`src/rtl/axi_arbiter_nx1.sv`:
```
// N-master to 1-slave AXI arbiter with independent read/write paths, burst-locked grants
// and a beat counter that generates m_w_last and flags burst-length mismatches.
module axi_arbiter_nx1 #(
    parameter int NM         = 2,
    parameter int ADDR_WIDTH = 32,
    parameter int DATA_WIDTH = 32,
    parameter int ID_WIDTH   = 4,
    parameter int LEN_WIDTH  = 4,
    parameter int RR         = 1
) (
    input  logic                         clk,
    input  logic                         rst,

    input  logic [NM-1:0]                s_ar_valid,
    output logic [NM-1:0]                s_ar_ready,
    input  logic [NM*ADDR_WIDTH-1:0]     s_ar_addr,
    input  logic [NM*ID_WIDTH-1:0]       s_ar_id,
    input  logic [NM*LEN_WIDTH-1:0]      s_ar_len,
    input  logic [NM*3-1:0]              s_ar_size,
    input  logic [NM*2-1:0]              s_ar_burst,
    output logic [NM-1:0]                s_r_valid,
    output logic [NM-1:0]                s_r_last,
    input  logic [NM-1:0]                s_r_ready,
    output logic [NM*DATA_WIDTH-1:0]     s_r_data,
    output logic [NM*ID_WIDTH-1:0]       s_r_id,
    output logic [NM*2-1:0]              s_r_resp,

    input  logic [NM-1:0]                s_aw_valid,
    output logic [NM-1:0]                s_aw_ready,
    input  logic [NM*ADDR_WIDTH-1:0]     s_aw_addr,
    input  logic [NM*ID_WIDTH-1:0]       s_aw_id,
    input  logic [NM*LEN_WIDTH-1:0]      s_aw_len,
    input  logic [NM*3-1:0]              s_aw_size,
    input  logic [NM*2-1:0]              s_aw_burst,
    input  logic [NM-1:0]                s_w_valid,
    input  logic [NM-1:0]                s_w_last,
    output logic [NM-1:0]                s_w_ready,
    input  logic [NM*DATA_WIDTH-1:0]     s_w_data,
    input  logic [NM*(DATA_WIDTH/8)-1:0] s_w_strb,
    output logic [NM-1:0]                s_b_valid,
    input  logic [NM-1:0]                s_b_ready,
    output logic [ID_WIDTH-1:0]          s_b_id,
    output logic [1:0]                   s_b_resp,

    output logic                         m_ar_valid,
    input  logic                         m_ar_ready,
    output logic [ADDR_WIDTH-1:0]        m_ar_addr,
    output logic [ID_WIDTH-1:0]          m_ar_id,
    output logic [LEN_WIDTH-1:0]         m_ar_len,
    output logic [2:0]                   m_ar_size,
    output logic [1:0]                   m_ar_burst,
    input  logic                         m_r_valid,
    input  logic                         m_r_last,
    output logic                         m_r_ready,
    input  logic [DATA_WIDTH-1:0]        m_r_data,
    input  logic [ID_WIDTH-1:0]          m_r_id,
    input  logic [1:0]                   m_r_resp,

    output logic                         m_aw_valid,
    input  logic                         m_aw_ready,
    output logic [ADDR_WIDTH-1:0]        m_aw_addr,
    output logic [ID_WIDTH-1:0]          m_aw_id,
    output logic [LEN_WIDTH-1:0]         m_aw_len,
    output logic [2:0]                   m_aw_size,
    output logic [1:0]                   m_aw_burst,
    output logic                         m_w_valid,
    output logic                         m_w_last,
    input  logic                         m_w_ready,
    output logic [DATA_WIDTH-1:0]        m_w_data,
    output logic [DATA_WIDTH/8-1:0]      m_w_strb,
    input  logic                         m_b_valid,
    output logic                         m_b_ready,
    input  logic [ID_WIDTH-1:0]          m_b_id,
    input  logic [1:0]                   m_b_resp,

    output logic                         err_o
);

    localparam int GW = (NM > 1) ? $clog2(NM) : 1;
    localparam int SW = DATA_WIDTH / 8;

    typedef enum logic [1:0] {R_IDLE, R_ADDR, R_DATA} r_state_t;
    typedef enum logic [1:0] {W_IDLE, W_ADDR, W_DATA, W_RESP} w_state_t;

    r_state_t             r_state, r_next;
    w_state_t             w_state, w_next;
    logic [GW-1:0]        rgnt, wgnt, rlast, wlast;
    logic [LEN_WIDTH-1:0] rcnt, rcnt_max, wcnt, wcnt_max;
    logic                 r_beat, w_beat, b_done, sel_w_last;

    // Smallest rotational distance from last+1 wins; with RR=0 the distance is just the index.
    function automatic logic [GW-1:0] pick(input logic [NM-1:0] req, input logic [GW-1:0] last);
        logic [GW-1:0] win;
        int            best;
        int            d;
        win  = '0;
        best = NM;
        for (int j = 0; j < NM; j++) begin
            d = (RR != 0) ? ((j - int'(last) - 1 + 2 * NM) % NM) : j;
            if (req[j] && d < best) begin
                best = d;
                win  = GW'(j);
            end
        end
        return win;
    endfunction

    assign r_beat = (r_state == R_DATA) && m_r_valid && m_r_ready;
    assign w_beat = (w_state == W_DATA) && m_w_valid && m_w_ready;
    assign b_done = (w_state == W_RESP) && m_b_valid && m_b_ready;

    always_ff @(posedge clk or posedge rst) begin
        if (rst) begin
            r_state <= R_IDLE;
            w_state <= W_IDLE;
        end else begin
            r_state <= r_next;
            w_state <= w_next;
        end
    end

    always_comb begin
        r_next = r_state;
        case (r_state)
            R_IDLE:  if (|s_ar_valid) r_next = R_ADDR;
            R_ADDR:  if (m_ar_ready) r_next = R_DATA;
            R_DATA:  if (r_beat && m_r_last) r_next = R_IDLE;
            default: r_next = R_IDLE;
        endcase
    end

    always_comb begin
        w_next = w_state;
        case (w_state)
            W_IDLE:  if (|s_aw_valid) w_next = W_ADDR;
            W_ADDR:  if (m_aw_ready) w_next = W_DATA;
            W_DATA:  if (w_beat && m_w_last) w_next = W_RESP;
            W_RESP:  if (b_done) w_next = W_IDLE;
            default: w_next = W_IDLE;
        endcase
    end

    // Grants, beat counters and the sticky length-mismatch flag.
    always_ff @(posedge clk or posedge rst) begin
        if (rst) begin
            rgnt     <= '0;
            wgnt     <= '0;
            rlast    <= GW'(NM - 1);
            wlast    <= GW'(NM - 1);
            rcnt     <= '0;
            rcnt_max <= '0;
            wcnt     <= '0;
            wcnt_max <= '0;
            err_o    <= 1'b0;
        end else begin
            if (r_state == R_IDLE && |s_ar_valid) rgnt <= pick(s_ar_valid, rlast);
            if (r_state == R_ADDR && m_ar_ready) begin
                rcnt_max <= m_ar_len;
                rcnt     <= '0;
            end
            if (r_beat) begin
                rcnt <= rcnt + 1'b1;
                if (m_r_last) rlast <= rgnt;
            end
            if (w_state == W_IDLE && |s_aw_valid) wgnt <= pick(s_aw_valid, wlast);
            if (w_state == W_ADDR && m_aw_ready) begin
                wcnt_max <= m_aw_len;
                wcnt     <= '0;
            end
            if (w_beat) wcnt <= wcnt + 1'b1;
            if (b_done) wlast <= wgnt;
            if ((r_beat && (m_r_last != (rcnt == rcnt_max))) || (w_beat && (sel_w_last != m_w_last)))
                err_o <= 1'b1;
        end
    end

    always_comb begin
        m_ar_valid = 1'b0;
        m_ar_addr  = '0;
        m_ar_id    = '0;
        m_ar_len   = '0;
        m_ar_size  = '0;
        m_ar_burst = '0;
        s_ar_ready = '0;
        s_r_valid  = '0;
        s_r_last   = '0;
        m_r_ready  = 1'b0;
        for (int i = 0; i < NM; i++) begin
            if (rgnt == GW'(i)) begin
                if (r_state == R_ADDR) begin
                    m_ar_valid    = 1'b1;
                    m_ar_addr     = s_ar_addr[i*ADDR_WIDTH +: ADDR_WIDTH];
                    m_ar_id       = s_ar_id[i*ID_WIDTH +: ID_WIDTH];
                    m_ar_len      = s_ar_len[i*LEN_WIDTH +: LEN_WIDTH];
                    m_ar_size     = s_ar_size[i*3 +: 3];
                    m_ar_burst    = s_ar_burst[i*2 +: 2];
                    s_ar_ready[i] = m_ar_ready;
                end
                if (r_state == R_DATA) begin
                    s_r_valid[i] = m_r_valid;
                    s_r_last[i]  = m_r_last;
                    m_r_ready    = s_r_ready[i];
                end
            end
        end
    end

    // The master's own last flag is only compared against the generated one, never forwarded.
    always_comb begin
        m_aw_valid = 1'b0;
        m_aw_addr  = '0;
        m_aw_id    = '0;
        m_aw_len   = '0;
        m_aw_size  = '0;
        m_aw_burst = '0;
        s_aw_ready = '0;
        m_w_valid  = 1'b0;
        m_w_last   = 1'b0;
        m_w_data   = '0;
        m_w_strb   = '0;
        s_w_ready  = '0;
        sel_w_last = 1'b0;
        s_b_valid  = '0;
        m_b_ready  = 1'b0;
        for (int i = 0; i < NM; i++) begin
            if (wgnt == GW'(i)) begin
                if (w_state == W_ADDR) begin
                    m_aw_valid    = 1'b1;
                    m_aw_addr     = s_aw_addr[i*ADDR_WIDTH +: ADDR_WIDTH];
                    m_aw_id       = s_aw_id[i*ID_WIDTH +: ID_WIDTH];
                    m_aw_len      = s_aw_len[i*LEN_WIDTH +: LEN_WIDTH];
                    m_aw_size     = s_aw_size[i*3 +: 3];
                    m_aw_burst    = s_aw_burst[i*2 +: 2];
                    s_aw_ready[i] = m_aw_ready;
                end
                if (w_state == W_DATA) begin
                    m_w_valid    = s_w_valid[i];
                    m_w_last     = (wcnt == wcnt_max);
                    m_w_data     = s_w_data[i*DATA_WIDTH +: DATA_WIDTH];
                    m_w_strb     = s_w_strb[i*SW +: SW];
                    s_w_ready[i] = m_w_ready;
                    sel_w_last   = s_w_last[i];
                end
                if (w_state == W_RESP) begin
                    s_b_valid[i] = m_b_valid;
                    m_b_ready    = s_b_ready[i];
                end
            end
        end
    end

    assign s_r_data = {NM{m_r_data}};
    assign s_r_id   = {NM{m_r_id}};
    assign s_r_resp = {NM{m_r_resp}};
    assign s_b_id   = m_b_id;
    assign s_b_resp = m_b_resp;

endmodule
```
`config.mk`:
```
export PLATFORM = sky130hd
export DESIGN_NAME = axi_arbiter_nx1
export DESIGN_NICKNAME = d
export VERILOG_FILES = /design/src/rtl/axi_arbiter_nx1.sv
export SDC_FILE = /design/constraint.sdc
export NUM_CORES = 1
export LEC_CHECK = 0
export CAP_MARGIN = 5
export CORE_AREA = 2 2 212 214
export CTS_CLUSTER_SIZE = 24
export DETAILED_ROUTE_END_ITERATION = 16
export DIE_AREA = 0 0 214 216
export PLACE_DENSITY = 0.47
export SLEW_MARGIN = 10
export SYNTH_ARGS = -nofsm -noshare
export SYNTH_HDL_FRONTEND = slang
export SYNTH_SLANG_ARGS = --single-unit
```
`constraint.sdc`:
```
create_clock -name clk -period 2.3 [get_ports clk]
set_input_delay 0.345 -clock clk [delete_from_list [all_inputs] [get_ports clk]]
set_output_delay 0.345 -clock clk [all_outputs]
set_load 0.03 [all_outputs]
```
==> results_dict.tcl <==
set metrics [dict create \
    outcome "finished clean" \
    path_common_cell "clkdlybuf4s50_1" \
    yosysMostFrequentCell "mux2i_1" \
    crit_buf_inv 2 \
    rows 77 \
    setup_slack_ns 0.0848 \
    setup_tns_ns 0 \
    hold_buffers 0 \
    p_comb_share_pct 85.3 \
    ant_nets 0 \
    syn-num-nets 829 \
    nFillCells 4899 \
    start_util_pct 9.44 \
    critPathRequiredTime_ns 1.96 \
    path_cells "clkdlybuf4s50_1 -> nand3b_1 -> nor2_1 -> clkdlybuf4s50_1" \
    hold_viol_final 0 \
    drt_iter0_drc 133 \
    synthTopCellsByArea "mux2i_1 31%, buf_4 16%, dfrtp_1 14%" \
    gp_routability_congestion 0.838 \
    power_uw 8800 \
    routed_via_density 3.16 \
    die_area_mm2 0.0462 \
    wl_per_cell_um 15.1 \
    syn2layout_area_growth_pct 103 \
    setup_viol 0 \
    endpoint_kind "primary output" \
    grt_max_degree 46 \
    routed_wl_um 21500 \
    path_delay_family "buffers and inverters" \
    antenna_found_initial 3 \
    cts_tree "yes" \
    p_leak_uw 0.00379 \
    cts_resized 0 \
    power_density_mw_per_mm2 1050 \
    drc 0 \
    nets 1156 \
    synth.distinct_cells 42 \
    crit_path_max_fanout 3 \
    ctsRootBufferMaster "clkbuf_16" \
    switchingPower_uw 4610 \
    first_pass_iters 4 \
    htreeDepth 1 \
    clock_tree.buffer_depth 2 \
    ys_ff_latch 25 \
    timing.fmax_mhz 451 \
    die_w_um 214 \
    syn_inst 506 \
    vias 4500 \
    min_period_ns 2.22 \
    power.internal_uw 4190 \
    clock_sinks 25 \
    synth_edf_count 0 \
    yosysTopAreaCellShare_pct 31.2 \
    synth.largest_area_cell "mux2i_1" \
    min_period_over_period_pct 96.3 \
    slowest_stage "clkdlybuf4s50_1" \
    dp_hpwl_um 18700 \
    critPathLaunchType "primary input" \
    rsz0062_at_grt "false" \
    grt_pass1_vias 4685 \
    cts_post_setup_buffers_inserted 0 \
    portBuffers 416 \
    placed_cell_area_mm2 0.00829 \
    synth_common_cells "129 x mux2i_1, 89 x buf_4, 86 x nor2b_1" \
    numCtsBuffers 3 \
    maxCapViolCount 0 \
    reg2reg_slack_ns 0.47 \
    track_usage_pct 8.75 \
    die_h_um 216 \
    synth.avg_cell_area_um2 8.18 \
    io_pins 543 \
    power_frac_clock_pct 5.0 \
    peakVddDrop_v 0.000455 \
    switching_share_pct 52.4 \
    hold_class "primary input to async pin" \
    cts.clk_slew.worst_paths_ns 0.08 \
    slew_headroom_pct 65.6 \
    ys_seq_area_share_pct 15.2 \
    pwr-share-seq_pct 9.7 \
    pre_cts_slack_ns 0.116 \
    yosysWarnings 0 \
    crit_path_max_incr_delay_ns 0.69 \
    antenna_cells 0 \
    drv_slew 0 \
    grt_first_pass_wirelength_um 30700 \
    insertion_delay_ns 0.27 \
    drive_gt1_share_pct 21.4 \
    grt.overflow.total 0 \
    hold_ws_ns 0.431 \
    synth_top_flop_cell "dfrtp_1" \
    synth_async_sr_flop_share_pct 100 \
    worst_clock_skew_ns 0.00870 \
    stdcell_area_mm2 0.00839 \
    critical_path_arrival_ns 1.87 \
    tightest_slew_ns 0.515 \
    core_area_mm2 0.0438 \
    critPathKind "primary input to primary output" \
    syn_area_mm2 0.00414 \
]
==> metal layers <==
metal  vias to the layer above  GRT usage, %  routed length, um
li1                       2273             -                  -
met1                      2054          11.5               9520
met2                       147          14.3              10400
met3                        22          2.62               1290
met4                         4          1.49                244
met5                         -             0                 23
==> layout make-up <==
class / instances / area, um^2 / share of cell area [%]
clock inverter: 1 / 8.76 / 0.104
inverter: 6 / 22.5 / 0.269
multi-input combinational: 361 / 2720 / 32.4
timing repair buffer: 436 / 4190 / 50.0
sequential: 25 / 633 / 7.55
tap: 592 / 741 / 8.83
clock buffer: 3 / 75.1 / 0.895
==> cells in the final DEF, fill, tap and decap left out, types with 2 or more instances in the layout <==
cell type	n
dfstp_2	2
a22o_1	5
o21ai_0	6
and2_1	2
buf_12	17
o31ai_1	2
inv_1	6
dlymetal6s2s_1	3
dfrtp_1	21
and3_1	6
nand3_2	2
mux2i_1	129
xor2_1	5
mux2_1	2
a21oi_1	3
nor2b_1	86
mux2_2	6
nand2_1	16
nor2_1	55
buf_4	141
nand3_1	4
clkbuf_16	3
ha_1	7
xnor2_1	5
clkdlybuf4s50_1	275
a32o_1	2
o21bai_1	2
==> through the flow <==
| step | utilization (%) | std cells |
|---|---|---|
| floorplan | - | 506 |
| global placement | 18.9 | 1420 |
| detailed placement | 18.9 | 1420 |
| CTS | 19.1 | 1424 |
| global route | 19.1 | 1424 |
| finish | 19.1 | 1424 |
==> flip-flops by register name (all words and copies together), names as in the netlist, 2 cells and up <==
signal	flops
rcnt_max	4
r_state	2
w_state	2
wcnt_max	4
rcnt	4
wcnt	4
==> logic make-up after synthesis <==
logic type	after synthesis	synth area share, %
simple gates	181	23.5
mux	137	33.4
buf+inv	120	19.2
compound gates	26	4.47
flops	25	15.2
xor+xnor	10	2.12
fa+ha+maj	7	2.12
==> power groups by stage <==
stage	clock [uW]	combinational, uW	sequential [uW]
3_3_place_gp	0	7610	869
6_report	436	7510	855
4_1_cts	468	7640	863
5_1_grt	485	8000	890
2_1_floorplan	0	4910	746
3_5_place_dp	0	7620	868
==> path summary, 6_finish.rpt <==
| kind | start | to | cells after the start |
|---|---|---|---|
| setup / recovery | m_r_valid | s_r_valid[0] | 4 |
| hold / removal | rst | rcnt[1] | 3 |
| setup reg to reg | w_state[1] | w_state[1] | 8 |
| hold reg to reg | r_state[1] | r_state[0] | 1 |
| max in group asynchronous | rst | wlast | 3 |
| min in group clk | r_state[1] | r_state[0] | 1 |
==> worst reg2reg max path: cells and delay by family, from the launching register on <==
| family | cells | cell delay [ns] |
|---|---|---|
| mux | 1 | 0.33 |
| simple gates | 2 | 0.24 |
| flops | 1 | 0.39 |
| fa+ha+maj | 1 | 0.23 |
| buf+inv | 2 | 0.26 |
| compound gates | 2 | 0.27 |
No activity file was read; power rests on OpenSTA's default activity.
